[config.mk]
export PLATFORM = sky130hd
export DESIGN_NAME = sar_seq_ctrl
export DESIGN_NICKNAME = d
export VERILOG_FILES = /design/src/rtl/sar_seq_ctrl.sv
export SDC_FILE = /design/constraint.sdc
export NUM_CORES = 1
export LEC_CHECK = 0
export BUFFER_PORTS_ARGS = -buffer_cell sky130_fd_sc_hd__buf_2
export CAP_MARGIN = 10
export CORE_MARGIN = 2
export CORE_UTILIZATION = 56
export DETAILED_ROUTE_END_ITERATION = 8
export PLACE_DENSITY = 0.82
export SYNTH_ARGS = -nofsm -noshare
export SYNTH_HDL_FRONTEND = slang
export SYNTH_SLANG_ARGS = --single-unit
[constraint.sdc]
create_clock -name CK -period 2.37 [get_ports CK]
set_input_delay 0.3555 -clock CK [delete_from_list [all_inputs] [get_ports CK]]
set_output_delay 0.3555 -clock CK [all_outputs]
set_load 0.05 [all_outputs]
[src/rtl/sar_seq_ctrl.sv]
// -----------------------------------------------------------------------------
// sar_seq_ctrl
//
// Purpose:
//   Sequencer for a successive-approximation ADC. It runs a programmable
//   sample phase, then a binary search of N comparator decisions, then
//   publishes the result with a one-cycle DONE pulse. In continuous mode, or
//   if START is held at completion, the next conversion begins with no idle
//   cycle in between. Every output comes straight from a register.
//
// Parameters:
//   N      conversion resolution in bits (2..12)
//   TSAMP  sample phase length in clock cycles (1..15)
//
// Ports:
//   CK      in   clock; all state changes on its rising edge
//   R       in   asynchronous active-high reset
//   START   in   conversion request, only acted on in IDLE and DONE
//   CONT    in   continuous-mode enable, only acted on in DONE
//   CMP     in   comparator decision (1: Vin >= DAC), only used in CONV
//   SAMP    out  sampling switch enable
//   CMP_EN  out  comparator strobe, high during the bit-decision cycles
//   DAC     out  [N-1:0] capacitor DAC trial code
//   DOUT    out  [N-1:0] last result, held until the next DONE
//   BUSY    out  high whenever the sequencer is not idle
//   DONE    out  one-cycle result-valid pulse
// -----------------------------------------------------------------------------
module sar_seq_ctrl #(
  parameter int N     = 8,
  parameter int TSAMP = 2
) (
  input  logic         CK,
  input  logic         R,
  input  logic         START,
  input  logic         CONT,
  input  logic         CMP,
  output logic         SAMP,
  output logic         CMP_EN,
  output logic [N-1:0] DAC,
  output logic [N-1:0] DOUT,
  output logic         BUSY,
  output logic         DONE
);

  localparam int              KW       = (N > 1) ? $clog2(N) : 1;
  localparam logic [3:0]      CNT_LOAD = 4'(TSAMP - 1);
  localparam logic [KW-1:0]   K_TOP    = KW'(N - 1);
  localparam logic [N-1:0]    DAC_MSB  = {1'b1, {(N-1){1'b0}}};

  typedef enum logic [1:0] {
    ST_IDLE,
    ST_SAMPLE,
    ST_CONV,
    ST_DONE
  } state_t;

  state_t         state_reg,  state_next;
  logic [3:0]     cnt_reg,    cnt_next;
  logic [KW-1:0]  k_reg,      k_next;
  logic [N-1:0]   dac_reg,    dac_next;
  logic [N-1:0]   dout_reg,   dout_next;
  logic           samp_reg,   samp_next;
  logic           cmp_en_reg, cmp_en_next;
  logic           busy_reg,   busy_next;
  logic           done_reg,   done_next;

  always_ff @(posedge CK or posedge R) begin
    if (R) begin
      state_reg  <= ST_IDLE;
      cnt_reg    <= '0;
      k_reg      <= '0;
      dac_reg    <= '0;
      dout_reg   <= '0;
      samp_reg   <= 1'b0;
      cmp_en_reg <= 1'b0;
      busy_reg   <= 1'b0;
      done_reg   <= 1'b0;
    end else begin
      state_reg  <= state_next;
      cnt_reg    <= cnt_next;
      k_reg      <= k_next;
      dac_reg    <= dac_next;
      dout_reg   <= dout_next;
      samp_reg   <= samp_next;
      cmp_en_reg <= cmp_en_next;
      busy_reg   <= busy_next;
      done_reg   <= done_next;
    end
  end

  always_comb begin
    state_next  = state_reg;
    cnt_next    = cnt_reg;
    k_next      = k_reg;
    dac_next    = dac_reg;
    dout_next   = dout_reg;
    samp_next   = samp_reg;
    cmp_en_next = cmp_en_reg;
    done_next   = 1'b0;

    case (state_reg)
      ST_IDLE: begin
        if (START) begin
          state_next = ST_SAMPLE;
          cnt_next   = CNT_LOAD;
          dac_next   = '0;
          samp_next  = 1'b1;
        end
      end

      ST_SAMPLE: begin
        if (cnt_reg == 4'd0) begin
          state_next  = ST_CONV;
          samp_next   = 1'b0;
          cmp_en_next = 1'b1;
          dac_next    = DAC_MSB;
          k_next      = K_TOP;
        end else begin
          cnt_next = cnt_reg - 4'd1;
        end
      end

      ST_CONV: begin
        if (k_reg != '0) begin
          // Keep or drop the current trial bit, then try the next lower one.
          dac_next[k_reg]        = CMP;
          dac_next[k_reg - 1'b1] = 1'b1;
          k_next                 = k_reg - 1'b1;
        end else begin
          // Last decision goes straight into the result; DAC is released.
          dout_next   = {dac_reg[N-1:1], CMP};
          state_next  = ST_DONE;
          done_next   = 1'b1;
          cmp_en_next = 1'b0;
          dac_next    = '0;
        end
      end

      ST_DONE: begin
        if (CONT || START) begin
          state_next = ST_SAMPLE;
          cnt_next   = CNT_LOAD;
          dac_next   = '0;
          samp_next  = 1'b1;
        end else begin
          state_next = ST_IDLE;
        end
      end

      default: begin
        state_next  = ST_IDLE;
        samp_next   = 1'b0;
        cmp_en_next = 1'b0;
        dac_next    = '0;
      end
    endcase

    // Registered copy of "not idle" so BUSY tracks the state exactly.
    busy_next = (state_next != ST_IDLE);
  end

  assign SAMP   = samp_reg;
  assign CMP_EN = cmp_en_reg;
  assign DAC    = dac_reg;
  assign DOUT   = dout_reg;
  assign BUSY   = busy_reg;
  assign DONE   = done_reg;

endmodule

== Word level (Yosys, flattened, before mapping) ==
Index checks and enable logic that the tools add are counted.

* Mux-type cells: 31
* Bitwise gates (word level): 2
* Reductions and logical operators: 15
* Equal/unequal tests: 9
* Order comparisons: 4
* Add/subtract/negate cells: 2

{| class="wikitable"
|+ Operator list
! operator !! count
|-
| two-way mux 8 bit || 4
|-
| case mux 8 bit (4 select lines) || 1
|-
| two-way mux 4 bit || 3
|-
| != test 2 bit (second input constant) || 6
|-
| case mux 4 bit (3 select lines) || 1
|-
| two-way mux 1 bit || 10
|-
| AND reduction 3 bit || 3
|-
| bitwise mux 8 bit || 1
|-
| < comparator 3 x 4 -> 1 bit (second input constant) || 2
|-
| OR 8 bit || 1
|-
| case mux 2 bit (4 select lines) || 1
|-
| AND reduction 4 bit || 2
|-
| demux 1 bit (select 3 bit) || 2
|-
| greater-or-equal comparator 3 x 1 -> 1 bit (second input constant) || 2
|-
| two-way mux 2 bit || 3
|-
| two-way mux 3 bit || 2
|-
| case mux 3 bit (2 select lines) || 1
|-
| nonzero test 3 bit || 2
|-
| equality test 2 bit (second input constant) || 2
|-
| logical NOT 4 bit || 1
|-
| nonzero test 2 bit || 2
|-
| subtractor 4 x 1 -> 4 bit (second input constant) || 1
|-
| case mux 1 bit (3 select lines) || 1
|-
| subtractor 3 x 1 -> 3 bit (second input constant) || 1
|-
| other kinds (7) || 8
|}

* Output and inout bits: 20
* Flip-flop bits (word level): 29
* Logic and storage cells: 72
* Bits of input ports: 5

== Longest topological paths before layout ==
Gate-level depths: netlist (run 1).

* Depth in word-level cells: 8
* Depth in mapped cells: 8

== Worst setup path before layout (run 1) ==
Ideal clock, no wire load.

* Kind: register to register
* From: reg k_reg[0]
* To: reg dac_reg[0], in the netlist DAC[0]
* Cell stages (with the launch flop): 8
* Arrival time: 1.745 ns
* Setup time: 0.121 ns
* Slack: 0.504 ns
* Buffers on the path: 1
* Clock period less this slack: 1.866 ns
* Cell sequence: dfrtp_1 buf_2 clkinv_1 ha_1 and2_1 a221oi_1 a21oi_1 a22o_1

* Longest elaborated chain between the ends: 8

{| class="wikitable"
|+ RTL lines
! item !! line !! source
|-
| start, declared || 59 || <nowiki>logic [KW-1:0] k_reg, k_next;</nowiki>
|-
| start signal, assigned || 81 || <nowiki>k_reg <= k_next;</nowiki>
|-
| subtractor 3 x 1 -> 3 bit (tied with other cells) || 127 || <nowiki>dac_next[k_reg - 1'b1] = 1'b1;</nowiki>
|-
| < comparator 3 x 4 -> 1 bit (implied by the code) (tied with other cells) || 127 ||
|-
| logical AND 1 bit (implied by the code) or two-way mux 1 bit (tied branches) || 127, 126 ||
|-
| two-way mux 1 bit (implied by the code) or demux 1 bit (select 3 bit) (tied branches) || 127, 126 ||
|-
| demux 1 bit (select 3 bit) or bitwise mux 8 bit (tied branches) || 127, 126 ||
|-
| OR 8 bit (no source line) || - ||
|-
| two-way mux 8 bit (*) || 124 || <nowiki>if (k_reg != '0) begin</nowiki>
|-
| case mux 8 bit (4 select lines) (*) || 101 || <nowiki>case (state_reg)</nowiki>
|-
| end signal, assigned || 82 || <nowiki>dac_reg <= dac_next;</nowiki>
|-
| end, declared || 60 || <nowiki>logic [N-1:0] dac_reg, dac_next;</nowiki>
|}

Mark *: on every way between the ends. The rest lies on a longest branch, timed or not.
A chain may end at the register's enable or synchronous reset.

== Worst setup path after layout (run 1) ==
* From: reg cnt_reg[0]
* To: reg state_reg[0]

* Longest elaborated chain between the ends: 3

{| class="wikitable"
|+ RTL lines
! item !! line !! source
|-
| start, declared || 58 || <nowiki>logic [3:0] cnt_reg, cnt_next;</nowiki>
|-
| start signal, assigned || 80 || <nowiki>cnt_reg <= cnt_next;</nowiki>
|-
| logical NOT 4 bit || 112 || <nowiki>if (cnt_reg == 4'd0) begin</nowiki>
|-
| two-way mux 2 bit || 112 ||
|-
| case mux 2 bit (4 select lines) || 101 ||
|-
| net state_next[0] || 57 || <nowiki>state_t state_reg, state_next;</nowiki>
|-
| end signal, assigned || 79 || <nowiki>state_reg <= state_next;</nowiki>
|-
| end, declared || 57 ||
|}

The timed path passes the listed nets, and every way through them passes these cells.

==> results of run 1 <==
==> cell usage after synthesis (all sizes together) <==
| library cell | number | area [µm²] |
|---|---|---|
| a221o | 1 | 10.0 |
| ha | 9 | 113 |
| o211a | 1 | 10.0 |
| a22o | 6 | 52.6 |
| o21ai | 8 | 40.0 |
| nor3b | 1 | 7.51 |
| a31o | 1 | 8.76 |
| inv | 12 | 45.0 |
| nor2b | 6 | 37.5 |
| nor3 | 5 | 36.3 |
| xnor2 | 1 | 8.76 |
| o211ai | 1 | 7.51 |
| a221oi | 4 | 35.0 |
| a211o | 2 | 17.5 |
| or3b | 1 | 8.76 |
| o41ai | 2 | 17.5 |
| clkinv | 1 | 3.75 |
| nand2 | 7 | 26.3 |
| and2 | 1 | 6.26 |
| o31ai | 4 | 30.0 |
| a31oi | 2 | 12.5 |
| nand4 | 1 | 6.26 |
| dfrtp | 29 | 726 |
| o21a | 2 | 15.0 |
| mux2 | 9 | 101 |
| a22oi | 2 | 15.0 |
| a32o | 3 | 30.0 |
| a32oi | 1 | 8.76 |
| nand2b | 4 | 25.0 |
| nor4 | 1 | 6.26 |
| nand3 | 2 | 10.0 |
| or4 | 1 | 7.51 |
| xor2 | 1 | 8.76 |
| a21oi | 9 | 45.0 |
| buf | 4 | 20.0 |
| clkbuf | 3 | 11.3 |
| o22a | 1 | 8.76 |
| nor2 | 8 | 30.0 |
==> path summary, 6_finish.rpt <==
| path | startpoint | endpoint | slack (ps) | depth (start not counted) |
|---|---|---|---|---|
| setup reg to reg | cnt_reg[0] | state_reg[0] | 360 | 6 |
| max in group asynchronous | R | cnt_reg[3] | 2030 | 3 |
| hold reg to reg | DOUT[1] | DOUT[1] | 510 | 1 |
| setup / recovery | cnt_reg[0] | state_reg[0] | 360 | 6 |
| hold / removal | R | state_reg[1] | 70 | 3 |
| min in group CK | CMP | DOUT[0] | 300 | 2 |
==> cell type report <==
type                       count  share of cell area, %
clock buffer                   5                   2.05
tap                           31                   2.12
multi-input combinational    108                   43.9
timing repair buffer          29                   8.62
sequential                    29                   39.7
inverter                      13                   2.67
clock inverter                 3                  0.958
==> power by group through the flow <==
stage / combinational (W) / clock, W / sequential (W)
after floorplan: 0.000699 / 0 / 0.000768
after global placement: 0.000961 / 0 / 0.000683
after detailed placement: 0.000993 / 0 / 0.000692
after CTS: 0.000999 / 0.000297 / 0.000681
after global routing: 0.00112 / 0.000318 / 0.000700
final: 0.00100 / 0.000290 / 0.000684
==> cell families after synthesis <==
kind of cell	share of synthesized area [%]
compound gates	22.6
xor+xnor	1.09
fa+ha+maj	7.00
buf+inv	4.98
flops	45.1
mux	6.30
simple gates	12.9
==> worst max-delay path: cells and delay by family (launching register included) <==
kind                     cells  cell delay [ps]
AND/OR/NAND/NOR              2              590
flip-flops                   1              410
adder cells (fa/ha/maj)      1              160
buffers and inverters        1               90
AO/OA/AOI/OAI                2              620
==> per-stage QoR <==
| step | setup WS [ps] | utilization, % |
|---|---|---|
| final | 355 | 66.9 |
| after floorplan | 504 | - |
| after CTS | 384 | 66.9 |
| after global placement | 482 | 64.9 |
| after global routing | 172 | 66.9 |
| after detailed placement | 418 | 64.9 |
==> per-layer routing <==
metal	track usage, %	vias up	share of wire, %
met5	0	-	0
met3	5.22	10	6.2
met4	14.0	0	2.5
met2	32.3	57	45
li1	-	638	-
met1	32.0	663	46
==> run summary, run 1 <==
The flow ran to the end, and the final reports show no timing, DRC or antenna violations. The tree built by TritonCTS fans out to 29 sinks. The data required time at the worst endpoint was 2560 ps. The fraction of the yosys area taken by sequential cells was 45.1%; the remaining antenna violation count was 0. The core region is 0.00273 mm².

At the worst endpoint, the arrival time is 2200 ps. Register area: 726 µm². The worst hold margin is 74.4 ps.

Setup repair after global routing left no endpoint under its margin. The most common library cell in the layout ignoring fill and taps was dfrtp_1. For the tightest slew margin relative to the limit, the log shows 70.0%. The tools report the floorplan die area as 0.00332 mm². Entering global routing, the biggest net connects 30 pins. Traced cell by cell, the critical path runs through inv_1 > ha_1 > nor3b_1 > nor2_1 > o41ai_1 > o21ai_0. The worst setup path is launched from a flop.

In this run, the number of DRC markers left after iteration 0 of detailed routing was 89. The endpoint class of the critical path was a flop. Across the VDD grid, the largest voltage drop is 892 µV.

Summing all multi-input logic gate instances after layout gives 803 µm². In this run, flip-flops and latches consume 34.6% of the power. The proportion of power drawn by the clock network is 14.6%, and the combinational share of power is 50.7%. The horizontal die dimension is 57.6 µm, and the global router's overall resource usage is 22.9%. In the synthesized netlist, the number of instances is 157. After detailed routing, the total wire length is 3290 µm. Timing would allow up to 0.496 GHz. The number of standard-cell rows in the floorplan was 19.

Total via count in the routed design: 1368. The critical path in this run is classified as flop to flop. Net switching is 46.3% of the power.

In this run the worst hold path is classified as input port to asynchronous set/reset pin. The number of H-tree levels was 2. Delay contributed by the slowest stage of the critical path: 460 ps.

Dividing the final minimum period by the clock period gives 85.0%. The post-detailed-placement half-perimeter wirelength came out at 2480 µm. The leftover overflow at the end of global routing is 0. In this run the worst path has a maximum fanout of 5. The number of global-route vias before repair is 1231, and the post-CTS setup buffer count is 0. Cell at the slowest stage of the critical path: o41ai_1.

After routing, the total negative slack on setup checks comes to 0 ps. Summing internal, switching and leakage power gives 0.00198 W. The share of post-route cells with drive strength above 1 was 25.7%. In this run the clock root is driven by a clkbuf_4. Post-synth design cell area: 0.00161 mm². Once the clock tree was built, the resizer swapped 0 gates to a different size. Max-cap violations in this run came to 0. After the last flow step, the layout net total stands at 200. The internal power contribution is 0.00106 W. The initial utilization of the core area, before any placement, comes to 58.9%. Counting along the longest clock path gives a buffer depth of 2. The insertion delay to the later sink of the worst-skew pair is 330 ps.

The total count of hold-check failures in the final report was 0; the total instance count after detailed placement was 210. For the max-slew violation total from the final report, the log shows 0. For this run, design rule violations remaining after detail routing come to 0. During synthesis, Yosys emitted a total of 0 warnings. The power density of the placed cells is 1080 mW/mm², and the net switching power is 0.000916 W. The run gives 25 as the number of top-level design ports.

The number of setup violations in the final report was 0; the final standard cell area without fillers was 0.00183 mm². Measured along the y axis, the die boundary spans 57.6 µm. TritonCTS built the clock tree. Dividing the detail-routed wire length by the instance count gives 15.1 µm. Dividing the detail-routed via count by the number of cells gives 6.28. The run gives 171 as the total nets after synthesis. The number of antenna diodes in the final layout is 0. Each instance of the synthesized netlist takes up on average 10.2 µm².

The clock transition at the registers of the reported paths is 90 ps, and the number of detailed-routing iterations run before antenna repair is 4. The analysis attributes to cell leakage a power of 0.917 nW. In this run, CTS created clock tree buffers numbering 5. Compared with the post-synthesis result, the final layout area differs by 13.7%. In this run, synthesis produced a sequential element count of 29. At the pin with the least slew margin, the transition time is 450 ps. Leaving out fill and tap cells, the most frequent cells in the layout are dfrtp_1 (29), buf_2 (24), inv_1 (12). The number of hold buffers added after CTS was 0. The run gives 0.929 as the weighted congestion reported at the end of routability-driven placement. The first global-routing pass estimated 5670 µm of wire. The final standard cell count with taps included and fillers excluded is 218.

The initial antenna violation count is 0. The tools report the largest clock skew in the final design as 8.42 ps. The tools report the placed instance area as 0.00177 mm². The number of buffers added on ports works out to 24.

The number of fill cells in the layout is 235. Time the final worst path needs with I/O delays and setup: 2010 ps. The synthesized netlist contains 40 unique library cells.
No activity file was read; power rests on OpenSTA's default activity.
==> run 2, diff against run 1 <==
PLACE_DENSITY = 0.88   (was 0.82)
==> run 2 against run 1 <==
Sequential share of layout area unchanged. Design area unchanged. Sequential power down 2%. Critical path type unchanged. Register-to-register slack worse by 20 ps. Die area unchanged. Fmax down 1.1%. Utilization unchanged. Highest routed layer unchanged. Non-clock buffer count unchanged.
==> run summary, run 2 (synthesis results as in run 1) <==
The flow ran to the end, and the final reports show no timing, DRC or antenna violations. The routed wire length per instance is 15.9 µm (was 15.1 µm), and the count of max-cap constraint violations is 0 (unchanged). The core footprint is 0.00273 mm² (unchanged). The cell at the root of the clock tree was clkbuf_4 (unchanged).

CP cell instances: inv_1 > ha_1 > nor2b_1 > nand2_1 > inv_1 > nor3_1 > o211ai_1 (was inv_1 > ha_1 > nor3b_1 > nor2_1 > o41ai_1 > o21ai_0). The maximum count of clock buffers along a single path came out at 2 (unchanged). The tools report the leftover overflow at the end of global routing as 0 (unchanged).

Initial antenna violation count: 0 (unchanged). Class of the most critical setup path: flop to flop (unchanged). Class of the tightest hold or removal check: input port to asynchronous set/reset pin (unchanged). The worst vdd rail ir drop was 929 µV (was 892 µV).

The delay contributed by the slowest stage of the critical path was 510 ps (was 460 ps); the net switching power was 0.000904 W (was 0.000916 W). The net switching fraction of the power was 45.1% (was 46.3%). TritonCTS built the clock tree. The number of buffers and inverters on the critical path is 2 (was 1), and the number of violations reported at the end of detailed-routing iteration 0 is 51 (was 89). The logs give 19 (unchanged) for the number of standard-cell rows in the floorplan and 1284 (was 1231) for the number of global-route vias before repair. The tools report the largest clock skew in the final design as 4.95 ps (was 8.42 ps). The logs give 0 (unchanged) for the max-slew violation total from the final report and 0.00110 W (was 0.00106 W) for the internal power contribution. For the global-route wire length before repair, the log shows 5930 µm (was 5670 µm).

The share of post-route cells with drive strength above 1 was 24.7% (was 25.7%). The transition time of the tightest slew-check pin was 636 ps (was 450 ps). The run gives 29 (unchanged) as the clock net sink count.

The logs give 25 (unchanged) for the number of top-level design ports and 200 (unchanged) for the count of nets after finishing. The post-detailed-routing wire length came out at 3450 µm (was 3290 µm). The combinational share of power is 51.7% (was 50.7%).

The post-synthesis to final-layout area growth works out to 13.7% (unchanged). The run gives 66.9% (unchanged) as the final core utilization. The kind of start point of the critical path is a flop (unchanged). The time the final worst path needs with I/O delays and setup is 2040 ps (was 2010 ps), and the clock transition at the registers of the reported paths is 90 ps (about the same). The post-detailed-placement half-perimeter wirelength is 2630 µm (was 2480 µm). The insertion delay to the later sink of the worst-skew pair is 320 ps (was 330 ps). For the number of buffers added by the clock tree synthesis step, the log shows 5 (unchanged).

The tools report the post-detailed-route DRC marker count as 0 (unchanged). The most common library cell in the layout ignoring fill and taps is dfrtp_1 (unchanged). The tools report the achievable clock frequency as 0.491 GHz (was 0.496 GHz). The tools report the number of detailed-routing iterations run before antenna repair as 4 (unchanged). The arrival time at the worst endpoint was 2220 ps (was 2200 ps); the weighted congestion reported at the end of routability-driven placement was 0.902 (was 0.929). The tightest slew margin relative to the limit is 57.5% (was 70.0%). The remaining antenna violation count is 0 (unchanged). The tools report the data required time at the worst endpoint as 2550 ps (was 2560 ps).

The number of cells on the critical path works out to 7 (was 6). The pin count of the biggest net entering global routing is 18 (was 30). The count of antenna diodes in the layout came out at 0 (unchanged).

Setup repair after global routing left no endpoint under its margin. The count of cells along the worst register-to-register path was 7 (was 6); the effective utilization at floorplan was 58.9% (unchanged). The tools report the total count of hold-check failures in the final report as 0 (unchanged).

The post-CTS setup buffer count was 0 (unchanged); the number of fill cells in the layout was 224 (was 235). The multi-input combinational cell area is 803 µm² (unchanged), and the maximum fanout count along the critical path is 9 (was 5). The run gives 33.5% (was 34.6%) as the sequential cell fraction of total power.

Number of setup violations in the final report: 0 (unchanged). The final clock period utilization by the worst path is 86.0% (was 85.0%), and the register area is 726 µm² (unchanged). For the total via count in the routed design, the log shows 1356 (was 1368). For the post-cts hold buffer count, the log shows 0 (unchanged). The critical path's top delay family was simple AND/OR/NAND/NOR gates (was compound AO/OA/AOI/OAI gates).

The power density of the placed cells was 1090 mW/mm² (was 1080 mW/mm²); the floorplan die area was 0.00332 mm² (unchanged). The number of cells upsized or downsized after cts came out at 0 (unchanged). Library cell appearing most often on the critical path: inv_1. The tools report the leakage power of the design as 0.918 nW (was 0.917 nW). Leading cell types in the layout, fill and taps excluded: dfrtp_1 (29), buf_2 (24), inv_1 (12) (unchanged). The endpoint class of the critical path is a flop (unchanged). The routed via count divided by cell count was 6.25 (was 6.28). The horizontal die dimension is 57.6 µm (unchanged). The run gives 23.8% (was 22.9%) as the global router's overall resource usage. The proportion of power drawn by the clock network is 14.8% (was 14.6%). The vertical die dimension came out at 57.6 µm (unchanged). Cell at the slowest stage of the critical path: dfrtp_1 (was o41ai_1). Number of buffers added on ports: 24 (unchanged). The number of H-tree levels was 2 (unchanged); the sum of negative setup slack was 0 ps (unchanged).
[run 2: path summary, 6_finish.rpt]
path | start | to | slack [ps]
setup / recovery | k_reg[1] | BUSY | 330
hold / removal | R | DAC[7] | 100
setup reg to reg | k_reg[1] | BUSY | 330
hold reg to reg | DOUT[4] | DOUT[4] | 500
max in group asynchronous | R | DOUT[3] | 1650
min in group CK | CMP | DOUT[0] | 310
[run 2: metrics by stage]
step / total power [W] / hold slack (ps) / setup slack, ps / cells / area, µm²
final: 0.00200 / 99.9 / 332 / 217 / 1830
after global routing: 0.00216 / 152 / 149 / 217 / 1830
after CTS: 0.00200 / 129 / 359 / 217 / 1830
after detailed placement: 0.00170 / 485 / 394 / 210 / 1770
after global placement: 0.00166 / 456 / 429 / 210 / 1770
after floorplan: 0.00147 / 434 / 504 / 157 / 1610
[run 2: power groups by stage]
stage / combinational [W] / clock [W] / sequential [W]
after floorplan: 0.000699 / 0 / 0.000768
after global placement: 0.000993 / 0 / 0.000670
after detailed placement: 0.00102 / 0 / 0.000678
after CTS: 0.00103 / 0.000305 / 0.000668
after global routing: 0.00115 / 0.000330 / 0.000683
final: 0.00104 / 0.000295 / 0.000671
[run 2: cell type report]
class,instances,share of cell area [%]
clock buffer,7,3.01
inverter,13,2.67
multi-input combinational,108,43.9
sequential,29,39.7
tap,31,2.12
timing repair buffer,29,8.62
[run 2: layer usage]
metal | track usage [%] | part of all wire (%) | wire [µm]
met2 | 37.0 | 47 | 1630
met5 | 0 | 0 | 0
met4 | 8.97 | 1.7 | 59
met3 | 7.26 | 5.6 | 194
met1 | 31.2 | 45 | 1570
==> run 3, diff against run 2 <==
CORE_ASPECT_RATIO = 1.1   (was not set)
CORE_MARGIN = not set   (was 2)
==> run 3 against run 2 <==
Sequential power hardly changed. Global-route usage grew 2.4 points. Design area shrank 0.27%. Non-clock buffer count decreased by 1. Clock-buffer cell count did not move. Fmax grew 2.3%. Flip-flop and latch count unchanged. Utilization shrank 0.64 points. Total power up 0.75%. Largest power group unchanged.
==> run summary, run 3 (synthesis results as in run 1) <==
The flow ran to the end, and the final reports show no timing, DRC or antenna violations. The tools report the global-route wire length before repair as 5790 µm (was 5930 µm). The topmost layer with routed signal wires was met4 (unchanged). The sequential cell fraction of total power came out at 33.2% (was 33.5%). The tools report the number of global-route vias before repair as 1354 (was 1284).

The count of nets after finishing came out at 199 (was 200). The vertical die dimension came out at 58.2 µm (was 57.6 µm). The run gives 187 µm (was 194 µm) as the detailed-routed wire length on met3.

The number of detailed-routing iterations run before antenna repair is 4 (unchanged), and the detailed-routed wire length on met2 is 1770 µm (was 1630 µm). The pin count of the biggest net entering global routing came out at 30 (was 18). Time the final worst path needs with I/O delays and setup: 1990 ps (was 2040 ps). The routed via count divided by cell count was 6.21 (was 6.25); the remaining antenna violation count was 0 (unchanged). The share of post-route cells with drive strength above 1 is 24.3% (was 24.7%), and the sum of negative setup slack is 0 ps (unchanged). The total via count in the routed design is 1353 (was 1356). Kind of start point of the critical path: a flop (unchanged).

The final standard cell count with taps included and fillers excluded is 218 (was 217), and the number of buffers added on ports is 24 (unchanged). The number of buffers added by the clock tree synthesis step was 5 (unchanged); the achievable clock frequency was 0.502 GHz (was 0.491 GHz). The floorplan die area came out at 0.00309 mm² (was 0.00332 mm²). The post-detailed-route DRC marker count came out at 0 (unchanged). For the clock net sink count, the log shows 29 (unchanged). The maximum fanout count along the critical path was 9 (unchanged); the met1 wire length was 1430 µm (was 1570 µm). The most common library cell in the layout ignoring fill and taps is dfrtp_1 (unchanged). The data required time at the worst endpoint was 2570 ps (was 2550 ps); the global router's overall resource usage was 26.2% (was 23.8%). The largest clock skew in the final design is 12.4 ps (was 4.95 ps). CP cell instances: clkinv_1 > ha_1 > nor2b_1 > nand2_1 > inv_1 > nor3_1 > o211ai_1 (was inv_1 > ha_1 > nor2b_1 > nand2_1 > inv_1 > nor3_1 > o211ai_1).

The power density of the placed cells was 1110 mW/mm² (was 1090 mW/mm²). The count of max-cap constraint violations is 0 (unchanged). The number of cells upsized or downsized after cts is 0 (unchanged). The run gives 0 (unchanged) as the number of setup violations in the final report. The worst-case setup margin in the final layout was 377 ps (was 332 ps); the worst vdd rail ir drop was 693 µV (was 929 µV).

The count of antenna diodes in the layout was 0 (unchanged); the net switching fraction of the power was 45.9% (was 45.1%). Total instance count after detailed placement: 211 (was 210). The tools report the net switching power as 0.000926 W (was 0.000904 W). The post-detailed-placement half-perimeter wirelength was 2500 µm (was 2630 µm); the horizontal die dimension was 53.1 µm (was 57.6 µm).

For the number of violations reported at the end of detailed-routing iteration 0, the log shows 29 (was 51). The delay contributed by the slowest stage of the critical path was 360 ps (was 510 ps). Endpoint class of the critical path: a flop (unchanged). For the maximum count of clock buffers along a single path, the log shows 2 (unchanged). The logs give 0 (unchanged) for the initial antenna violation count and 58.5% (was 58.9%) for the effective utilization at floorplan. Leading cell types in the layout, fill and taps excluded: dfrtp_1 (29), buf_2 (24), inv_1 (12) (unchanged).

The class of the tightest hold or removal check is input port to asynchronous set/reset pin (unchanged). TritonCTS built the clock tree. Setup repair after global routing left no endpoint under its margin. The tools report the arrival time at the worst endpoint as 2190 ps (was 2220 ps). The placed instance area is 0.00177 mm² (about the same), and the register-to-register setup slack is 380 ps (was 330 ps). The transition time of the tightest slew-check pin was 452 ps (was 636 ps); the post-detailed-routing wire length was 3440 µm (was 3450 µm). The post-cts hold buffer count came out at 0 (unchanged). Internal power contribution: 0.00109 W (was 0.00110 W). The logs give 0 (unchanged) for the max-slew violation total from the final report and 342 ps (was 394 ps) for the post-placement worst setup slack.

The number of top-level design ports came out at 25 (unchanged). The clock transition at the registers of the reported paths is 90 ps (about the same). The post-synthesis to final-layout area growth works out to 13.4% (was 13.7%). The core footprint is 0.00275 mm² (was 0.00273 mm²). The run gives 0.885 (was 0.902) as the weighted congestion reported at the end of routability-driven placement. The class of the most critical setup path was flop to flop (unchanged). For the number of H-tree levels, the log shows 2 (unchanged).

The post-CTS setup buffer count came out at 0 (unchanged). The combinational share of power came out at 51.2% (was 51.7%). For the number of standard-cell rows in the floorplan, the log shows 20 (was 19). The total count of hold-check failures in the final report was 0 (unchanged); the routed wire length per instance was 15.8 µm (was 15.9 µm). The proportion of power drawn by the clock network is 15.6% (was 14.8%).

The tools report the final standard cell area without fillers as 0.00182 mm² (was 0.00183 mm²). The leftover overflow at the end of global routing was 0 (unchanged); the tightest slew margin relative to the limit was 69.9% (was 57.5%). Cell at the root of the clock tree: clkbuf_4 (unchanged). The final clock period utilization by the worst path is 84.1% (was 86.0%), and the leakage power of the design is 0.912 nW (was 0.918 nW). Cell at the slowest stage of the critical path: dfrtp_1 (unchanged).

The insertion delay to the later sink of the worst-skew pair came out at 330 ps (was 320 ps).
==> run 3: worst max-delay path, delay by kind of cell, from the launching register on <==
family	cells	cell delay [ps]
and+or+nand+nor	3	650
buffers and inverters	2	410
DFF	1	360
adders and majority gates	1	330
AOI/OAI and AO/OA	1	110
==> run 3: final cells by class <==
cell class,instances,area (µm²)
multi-input combinational,108,803
timing repair buffer,28,150
inverter,13,48.8
clock buffer,7,55.1
sequential,29,726
fill,214,928
tap,33,41.3
==> run 3: path summary, 6_finish.rpt <==
check                      cells past startpoint       to      from
min reg2reg                                    1  DOUT[4]   DOUT[4]
min in group CK                                2  DOUT[0]       CMP
max                                            7     BUSY  k_reg[0]
max reg2reg                                    7     BUSY  k_reg[0]
min                                            3     DONE         R
max in group asynchronous                      3   CMP_EN         R
==> run 3: per-stage QoR <==
step	util, %	hold WS, ps	total power (W)
floorplan	-	434	0.00147
global placement	64.3	435	0.00163
detailed placement	64.3	450	0.00169
CTS	66.3	84.0	0.00201
global route	66.3	113	0.00215
finish	66.3	76.3	0.00202
==> run 3: per-layer routing <==
| layer | vias up | global-route usage [%] |
|---|---|---|
| li1 | 633 | - |
| met1 | 668 | 28.6 |
| met2 | 47 | 45.9 |
| met3 | 5 | 7.61 |
| met4 | 0 | 11.7 |
| met5 | - | 0 |
==> run 3: power groups by stage <==
stage	Sequential, W	Clock (W)	Combinational (W)
CTS	0.000666	0.000321	0.00103
finish	0.000670	0.000314	0.00103
floorplan	0.000768	0	0.000699
global route	0.000677	0.000340	0.00114
detailed placement	0.000675	0	0.00102
global placement	0.000668	0	0.000962
